File: src/rtl/lut_frac_chain_cfg_pkg.sv
// Shared constants, FSM state type and image index helpers for the chainable
// fracturable LUT cluster and its configuration loader.
package lut_frac_chain_cfg_pkg;

    localparam int DEF_INPUTS = 4;
    localparam int DEF_LUTS   = 2;
    localparam int DEF_CFG_W  = 8;

    typedef enum logic [1:0] {
        ST_IDLE,
        ST_LOAD,
        ST_COMMIT,
        ST_READ
    } state_t;

    function automatic int lut_m(input int inputs);
        return 1 << inputs;
    endfunction

    function automatic int cfg_bits(input int inputs, input int luts);
        return luts * lut_m(inputs) + (luts - 1);
    endfunction

    function automatic int chunk_count(input int inputs, input int luts, input int cfg_w);
        return (cfg_bits(inputs, luts) + cfg_w - 1) / cfg_w;
    endfunction

    // Truth table k starts here in the image; chain bits follow all tables.
    function automatic int table_base(input int k, input int inputs);
        return k * lut_m(inputs);
    endfunction

    function automatic int chain_index(input int j, input int inputs, input int luts);
        return luts * lut_m(inputs) + j;
    endfunction

    localparam int DEF_M        = lut_m(DEF_INPUTS);
    localparam int DEF_CFG_BITS = cfg_bits(DEF_INPUTS, DEF_LUTS);
    localparam int DEF_CHUNKS   = chunk_count(DEF_INPUTS, DEF_LUTS, DEF_CFG_W);

endpackage

File: src/rtl/lut_frac_cell.sv
// One fracturable sub-LUT: a 2^INPUTS-bit table split into lower and upper
// halves, with the full output chosen by an externally supplied MSB.
module lut_frac_cell
    import lut_frac_chain_cfg_pkg::*;
#(
    parameter int INPUTS = DEF_INPUTS
) (
    input  logic [lut_m(INPUTS)-1:0] table_bits,
    input  logic [INPUTS-2:0]        sel,
    input  logic                     msb,
    output logic                     out_lo,
    output logic                     out_hi,
    output logic                     out_full
);

    localparam int HALF = lut_m(INPUTS) / 2;

    logic [HALF-1:0] lo_half;
    logic [HALF-1:0] hi_half;

    assign lo_half  = table_bits[HALF-1:0];
    assign hi_half  = table_bits[2*HALF-1:HALF];
    assign out_lo   = lo_half[sel];
    assign out_hi   = hi_half[sel];
    assign out_full = msb ? out_hi : out_lo;

endmodule

File: src/rtl/lut_frac_chain_cfg.sv
// Chainable fracturable LUT cluster with a streaming shadow-image loader,
// atomic commit and readback of the active image.
module lut_frac_chain_cfg
    import lut_frac_chain_cfg_pkg::*;
#(
    parameter int INPUTS = DEF_INPUTS,
    parameter int LUTS   = DEF_LUTS,
    parameter int CFG_W  = DEF_CFG_W
) (
    input  logic                     cclk,
    input  logic                     rst,
    input  logic [LUTS*INPUTS-1:0]   addr,
    output logic [LUTS-1:0]          out_full,
    output logic [LUTS-1:0]          out_lo,
    output logic [LUTS-1:0]          out_hi,
    input  logic                     cfg_start,
    input  logic                     cfg_valid,
    input  logic [CFG_W-1:0]         cfg_data,
    output logic                     cfg_ready,
    output logic                     cfg_done,
    input  logic                     rb_start,
    output logic                     rb_valid,
    output logic [CFG_W-1:0]         rb_data,
    input  logic                     rb_ready,
    output logic                     busy
);

    localparam int M        = lut_m(INPUTS);
    localparam int CFG_BITS = cfg_bits(INPUTS, LUTS);
    localparam int CHUNKS   = chunk_count(INPUTS, LUTS, CFG_W);
    localparam int IMG_W    = CHUNKS * CFG_W;
    localparam int CNT_W    = (CHUNKS > 1) ? $clog2(CHUNKS) : 1;
    localparam logic [IMG_W-1:0] IMG_MASK = ~({IMG_W{1'b1}} << CFG_BITS);

    state_t             state;
    state_t             state_next;
    logic [CNT_W-1:0]   cnt;
    logic [IMG_W-1:0]   shadow_img;
    logic [IMG_W-1:0]   active_img;
    logic               done_q;
    logic               last_chunk;
    logic               cfg_accept;
    logic               rb_accept;

    assign last_chunk = (cnt == CNT_W'(CHUNKS - 1));
    assign cfg_accept = (state == ST_LOAD) && cfg_valid;
    assign rb_accept  = (state == ST_READ) && rb_ready;

    // NOTE: state and datapath registers use <= so every flop samples pre-edge values.
    always_ff @(posedge cclk) begin
        if (rst) state <= ST_IDLE;
        else     state <= state_next;
    end

    // NOTE: the default assignment first keeps this block free of latches.
    always_comb begin
        state_next = state;
        case (state)
            ST_IDLE: begin
                if (cfg_start)     state_next = ST_LOAD;
                else if (rb_start) state_next = ST_READ;
            end
            ST_LOAD:   if (cfg_accept && last_chunk) state_next = ST_COMMIT;
            ST_COMMIT: state_next = ST_IDLE;
            ST_READ:   if (rb_accept && last_chunk) state_next = ST_IDLE;
            default:   state_next = ST_IDLE;
        endcase
    end

    always_comb begin
        cfg_ready = (state == ST_LOAD);
        rb_valid  = (state == ST_READ);
        busy      = (state != ST_IDLE);
        rb_data   = '0;
        if (state == ST_READ) rb_data = active_img[cnt*CFG_W +: CFG_W];
    end

    assign cfg_done = done_q;

    // NOTE: both image registers are reset because a reset mid-load must leave a zero image.
    always_ff @(posedge cclk) begin
        if (rst) begin
            cnt        <= '0;
            shadow_img <= '0;
            active_img <= '0;
            done_q     <= 1'b0;
        end else begin
            done_q <= (state == ST_COMMIT);
            if (state == ST_IDLE)             cnt <= '0;
            else if (cfg_accept || rb_accept) cnt <= last_chunk ? '0 : cnt + 1'b1;
            if (cfg_accept) shadow_img[cnt*CFG_W +: CFG_W] <= cfg_data;
            // Padding above CFG_BITS is dropped here so readback returns zeros.
            if (state == ST_COMMIT) active_img <= shadow_img & IMG_MASK;
        end
    end

    for (genvar k = 0; k < LUTS; k++) begin : g_lut
        logic [INPUTS-1:0] a;
        logic              msb;
        logic              full;

        assign a = addr[k*INPUTS +: INPUTS];

        if (k == 0) begin : g_base
            assign msb = a[INPUTS-1];
        end else begin : g_chain
            assign msb = active_img[chain_index(k - 1, INPUTS, LUTS)] ? g_lut[k-1].full : a[INPUTS-1];
        end

        lut_frac_cell #(.INPUTS(INPUTS)) u_cell (
            .table_bits (active_img[table_base(k, INPUTS) +: M]),
            .sel        (a[INPUTS-2:0]),
            .msb        (msb),
            .out_lo     (out_lo[k]),
            .out_hi     (out_hi[k]),
            .out_full   (full)
        );

        assign out_full[k] = full;
    end

endmodule

File: config.mk
export PLATFORM = sky130hd
export DESIGN_NAME = lut_frac_chain_cfg
export DESIGN_NICKNAME = d
export VERILOG_FILES = /design/src/rtl/lut_frac_chain_cfg_pkg.sv /design/src/rtl/lut_frac_cell.sv /design/src/rtl/lut_frac_chain_cfg.sv
export SDC_FILE = /design/constraint.sdc
export NUM_CORES = 1
export LEC_CHECK = 0
export ABC_CLOCK_PERIOD_IN_PS = 2400
export CORE_ASPECT_RATIO = 1.1
export CORE_MARGIN = 3
export CORE_UTILIZATION = 50
export CTS_CLUSTER_DIAMETER = 120
export CTS_CLUSTER_SIZE = 10
export DETAILED_ROUTE_END_ITERATION = 7
export PLACE_DENSITY = 0.78
export SLEW_MARGIN = 20
export SYNTH_ARGS = -nofsm -noshare
export SYNTH_HDL_FRONTEND = slang
export SYNTH_SLANG_ARGS = --single-unit
File: constraint.sdc
create_clock -name cclk -period 2.4 [get_ports cclk]
set_input_delay 0.48 -clock cclk [delete_from_list [all_inputs] [get_ports cclk]]
set_output_delay 0.48 -clock cclk [all_outputs]
set_load 0.02 [all_outputs]
**After elaboration in Yosys (flattened, before gate mapping)**

Index checks and enable logic that the tools add are counted.
Widths: inputs -> output; s select.

- Input bits: 22
- Word-level logic and storage cells: 47
- Output and inout bits: 18
- Flip-flop bits (word level): 79

- Muxes and demuxes: 19
- Magnitude comparators: 2
- Reduce and logical (&&, ||, !) cells: 9
- Equal/unequal tests: 7
- Add/subtract/negate cells: 2
- Shift operators: 3

Operators with widths:

| operator | count |
|---|---|
| $bwmux 40 | 1 |
| $shift 8x34->40 const A | 1 |
| $shiftx 40x7->8 | 1 |
| $shiftx 8x34->40 | 1 |
| $neg 6->34 | 1 |
| $bmux 1 s3 | 4 |
| $lt 3x4->1 const B | 2 |
| $mux 2 | 4 |
| $mux 8 | 1 |
| $pmux 2 s4 | 1 |
| $mux 1 | 7 |
| $eq 2x2->1 const B | 2 |
| $logic_and 1x1->1 | 4 |
| $ne 2x1->1 const B | 2 |
| $add 3x1->3 const B | 1 |
| $eq 3x3->1 const B | 1 |
| $mux 3 | 1 |
| $ne 3x3->1 const B | 1 |
| $reduce_and 3->1 | 1 |
| $eq 2x1->1 const B | 1 |
| $logic_not 2->1 | 1 |
| $reduce_bool 2->1 | 1 |
| $reduce_or 2->1 | 1 |
| $logic_or 1x1->1 | 1 |

**Logic depth before layout (Yosys ltp)**

- Depth after elaboration: 5
- Depth in mapped cells: 9
- Mapped depth without buffers: 8

**Cells and area by module**

Synthesis repeated with hierarchy kept, for this count alone.

- Cells, all modules: 372
- Area, all modules: 3,534.6 um^2

By module, submodules not included:

| module | sequential area each (um^2) | times used | area each (um^2) | cells an instance |
|---|---|---|---|---|
| lut_frac_chain_cfg | 1,441.4 | 1 | 3,256.9 | 358 |
| lut_frac_cell | 0.0 | 2 | 138.9 | 7 |

**Worst setup path after synthesis**

No wires, ideal clock.

- Kind: reg2reg
- Start: reg cnt[1]
- End: reg shadow_img[22]
- Path slack: -0.196 ns
- Stages on the path, launching flop included: 10
- Library setup time: 0.067 ns
- Required time: 2.333 ns
- Path buffers: 2
- Clock period less this slack: 2.596 ns
- Arrival: 2.528 ns
- Cell sequence: dfxtp_1 -> clkbuf_1 -> inv_1 -> ha_1 -> ha_1 -> o211ai_1 -> or4b_4 -> buf_6 -> or3b_4 -> a21oi_2

- Word-level cells in the longest chain between the ends: 3
- Elaborated cells between the ends (all ways): 4
- Those cells by class: add/sub (1); shift (2); mux (1)

Ends and longest elaborated chain:

| item | line | text |
|---|---|---|
| start, declared | lut_frac_chain_cfg.sv:37 | `logic [CNT_W-1:0] cnt;` |
| start signal, assigned | lut_frac_chain_cfg.sv:90 | `else if (cfg_accept \|\| rb_accept) cnt <= last_chunk ? '0 : cnt + 1'b1;` |
| $neg 6->34 (*) | lut_frac_chain_cfg.sv:91 | `if (cfg_accept) shadow_img[cnt*CFG_W +: CFG_W] <= cfg_data;` |
| $shiftx 8x34->40 / $shift 8x34->40 (equally long branches) | lut_frac_chain_cfg.sv:91 |  |
| $bwmux 40 (*) | lut_frac_chain_cfg.sv:91 |  |
| end signal, assigned by index | lut_frac_chain_cfg.sv:91 |  |
| end, declared | lut_frac_chain_cfg.sv:38 | `logic [IMG_W-1:0] shadow_img;` |

Every way passes the cells marked *; elsewhere a longest branch is shown, timed or not.
A chain may end at the register's enable or synchronous reset.

**Final worst setup path**

- Start: reg active_img[8]
- End: out out_full[1]

- Word-level cells in the longest chain between the ends: 5

Ends and longest elaborated chain:

| item | line | text |
|---|---|---|
| start, declared | lut_frac_chain_cfg.sv:39 | `logic [IMG_W-1:0] active_img;` |
| start signal, assigned | lut_frac_chain_cfg.sv:93 | `if (state == ST_COMMIT) active_img <= shadow_img & IMG_MASK;` |
| $bmux 1 s3 | lut_frac_cell.sv:24 | `assign out_hi = hi_half[sel];` |
| $mux 1 (implied by the code) | lut_frac_cell.sv:24 |  |
| $mux 1 | lut_frac_cell.sv:25 | `assign out_full = msb ? out_hi : out_lo;` |
| $mux 1 | lut_frac_chain_cfg.sv:107 | `assign msb = active_img[chain_index(k - 1, INPUTS, LUTS)] ? g_lut[k-1].full : a[INPUTS-1];` |
| $mux 1 | lut_frac_cell.sv:25 |  |
| end, declared | lut_frac_chain_cfg.sv:13 | `output logic [LUTS-1:0] out_full,` |

No other way between the ends. The select of a mux whose other input is x is not followed.

==> reports/qor.txt <==
Status: finished with violations
Failing checks: setup timing
Largest fanout on the critical path: 2
Final min period: 2.562 ns
Setup violations, final: 2
# diodes: 0
Max-slew headroom: 30.73%
Reg clk slew, reported paths: 0.08 ns
Antenna violations before repair: 0
Most frequent cells in the layout: nand2_1, dfxtp_1, buf_4
Register bit total from synthesis: 72
Nets: 493
Largest net degree at the start of global routing: 40
Syn Std Cell Area: 3405 um^2
Routed len/inst: 17.73 um
Warnings, synthesis: 0
FF-to-FF End: shadow_img[19]
Inst Count DP: 528
Critical path class: flip-flop to output pin
Root Driver: clkbuf_8
Core Region: 6381 um^2
Cells after Synth: 392
Peak supply drop: 453.3 uV
First-pass GRT wire length: 15,430 um
CTS Sinks: 72
HP Class: primary input to flip-flop
H-tree depth: 3
Gr usage total: 25.09%
Synth Net Count: 419
Number of max-cap violations: 0
CTS tree: yes
CP Capture Type: output pin
Filler cells: 485
Drc violations: 0
Ys flop type: dfxtp_1
Via count: 3,174
Post-synthesis mux area share: 15.03%
Post-synthesis cell type count: 45
Most common cell after layout, fill and taps aside: nand2_1
Clock Skew: 0.01136 ns
XOR/XNOR Fraction of Synth Area: 0%
Synth area leaders: dfxtp_1, nand2_1, mux4_2
GRT overflow: 0
Place WS: -1.147 ns
Post-detail-place hpwl: 6749 um
Number of I/O pins: 40
Crit path DAT: 2.08 ns
Reg2Reg Depth: 8
Register area share after synthesis: 42.34%
Die Wd: 84.68 um
GP Congestion: 0.8919
Critical path launch point type: flip-flop
Worst Setup EP: out_full[1]
Compound-gate portion of the synthesized area: 10.73%
Initial core utilization: 53.35%
Post-synth top area cell: dfxtp_1
Remaining antenna violation count after routing: 0
Total power: 2294 uW
Area growth syn-to-layout: 28.63%
Slew @ Worst Pin: 1.039 ns
Async SR Flop Fraction: 0%
Die Span Y: 92.55 um
Highest Clock Rate: 390.3 MHz
Worst skew pair latency: 0.34 ns
Syn avg cell area: 8.685 um^2
Top cell type's share of synthesized area: 42.34%
Leak: 0.001654 uW
EDFF count, synth: 0
Final WL: 9754 um
Fin. max-slew vios: 0
Final setup margin: -0.1622 ns
Fin crit share: 106.8%
Critical path launch point: active_img[8]
DR vias/cell: 5.771
Site Rows: 30
Vias in the first global route: 3,013
Layout cells sized above 1: 28.94%
FF-to-FF Start: cnt[1]
Main combinational cell family by area after synthesis: simple AND/OR/NAND/NOR gates
Reg-to-reg slack, setup: 0.04 ns
Synthesized-area fraction occupied by adder cells: 1.838%
CTS Hold Bufs: 0
Pwr/cell area: 523.9 nW/um^2
1st-iter DRT viols: 276
I/O Buffers: 39
Maximum buffer depth of the clock tree: 2
Post-Synth Simple-Gate Area: 24.59%
Fin cells: 550
Die area: 7836 um^2
RSZ-0062 raised after global routing: yes
Num CTS Buffers: 9
Required @ worst endpoint: 1.92 ns
Fin. Hold Viols: 0
TritonRoute pass-1 iters: 5
## sequential cells by signal (all words and copies together) (netlist names)
signal      flops
active_img     33
shadow_img     33
state           2
cnt             3
cfg_done        1
## routing by layer
layer / vias to the layer above / part of all wire [%] / track usage (%)
met5: - / 0 / 0
met4: 0 / 3.0 / 10.16
met3: 20 / 7.4 / 5.605
met2: 155 / 48 / 38.45
met1: 1504 / 42 / 34.25
li1: 1495 / - / -
## Yosys cell counts (2+ instances only)
library cell	n
a211oi_1	2
buf_6	2
buf_4	6
nand3_1	18
mux4_2	14
o21ai_0	2
ha_1	5
and3_1	7
or3b_2	5
nor2_1	17
nor3b_1	3
buf_2	2
clkbuf_1	23
mux2i_1	14
and2_1	2
dfxtp_1	72
mux2_2	5
nand2_1	102
nor4_1	2
nand3b_1	2
inv_1	5
a21oi_1	58
nand2b_1	2
## critical path, stage by stage, from the launching register on
cell	delay (ns)
dfxtp_2	0.34
mux4_2	0.47
mux2_4	0.31
nand3_4	0.07
o311ai_4	0.11
mux2_4	0.31
buf_6	0.13
## report_power, final
part	switching (uW)	internal, uW
Sequential	10.1	1210
Clock	451	395
Combinational	126	105
## cells by family after synthesis
| group | after synthesis |
|---|---|
| adder cells (fa/ha/maj) | 5 |
| multiplexers | 33 |
| buffers and inverters | 39 |
| AND/OR/NAND/NOR | 175 |
| AO/OA/AOI/OAI | 68 |
| flip-flops | 72 |
## cell type report
cell class                      count  area, um^2  area share [%]
Clock buffer                       10       137.6           3.143
Clock inverter                      5       33.78          0.7714
Inverter                            6       22.52          0.5143
Multi-Input combinational cell    281        1863           42.54
Sequential cell                    72        1446           33.03
Tap cell                           80       100.1           2.286
Timing Repair Buffer               96       775.7           17.71
## worst min-delay path by stage
| stage | cells past startpoint | from | end | slack, ns |
|---|---|---|---|---|
| final | 2 | rst | state[0] | 0.40 |
| after global routing | 2 | rst | state[0] | 0.40 |
| after CTS | 2 | rst | state[0] | 0.39 |
| after detailed placement | 2 | shadow_img[15] | shadow_img[15] | 0.45 |
| after global placement | 2 | shadow_img[13] | shadow_img[13] | 0.44 |
| after floorplan | 2 | shadow_img[0] | active_img[0] | 0.43 |
## per-stage QoR
stage	area (um^2)	hold WS [ns]	utilization, %	TNS, ns
after CTS	4330	0.3885	67.86	-0.1811
after global placement	4103	0.4392	64.29	-3.557
final	4379	0.4002	68.63	-0.2483
after detailed placement	4103	0.4457	64.29	-4.000
after global routing	4379	0.3960	68.63	-0.3474
after floorplan	3416	0.4312	-	0
## timing repair
action	in CTS	in global routing
endpoints found under the setup margin	19	19
buffers inserted	4	2
gates resized for setup	55	37
pin swaps	2	6
cloned	1	0
Note: power is estimated with default switching activity, not from simulation.
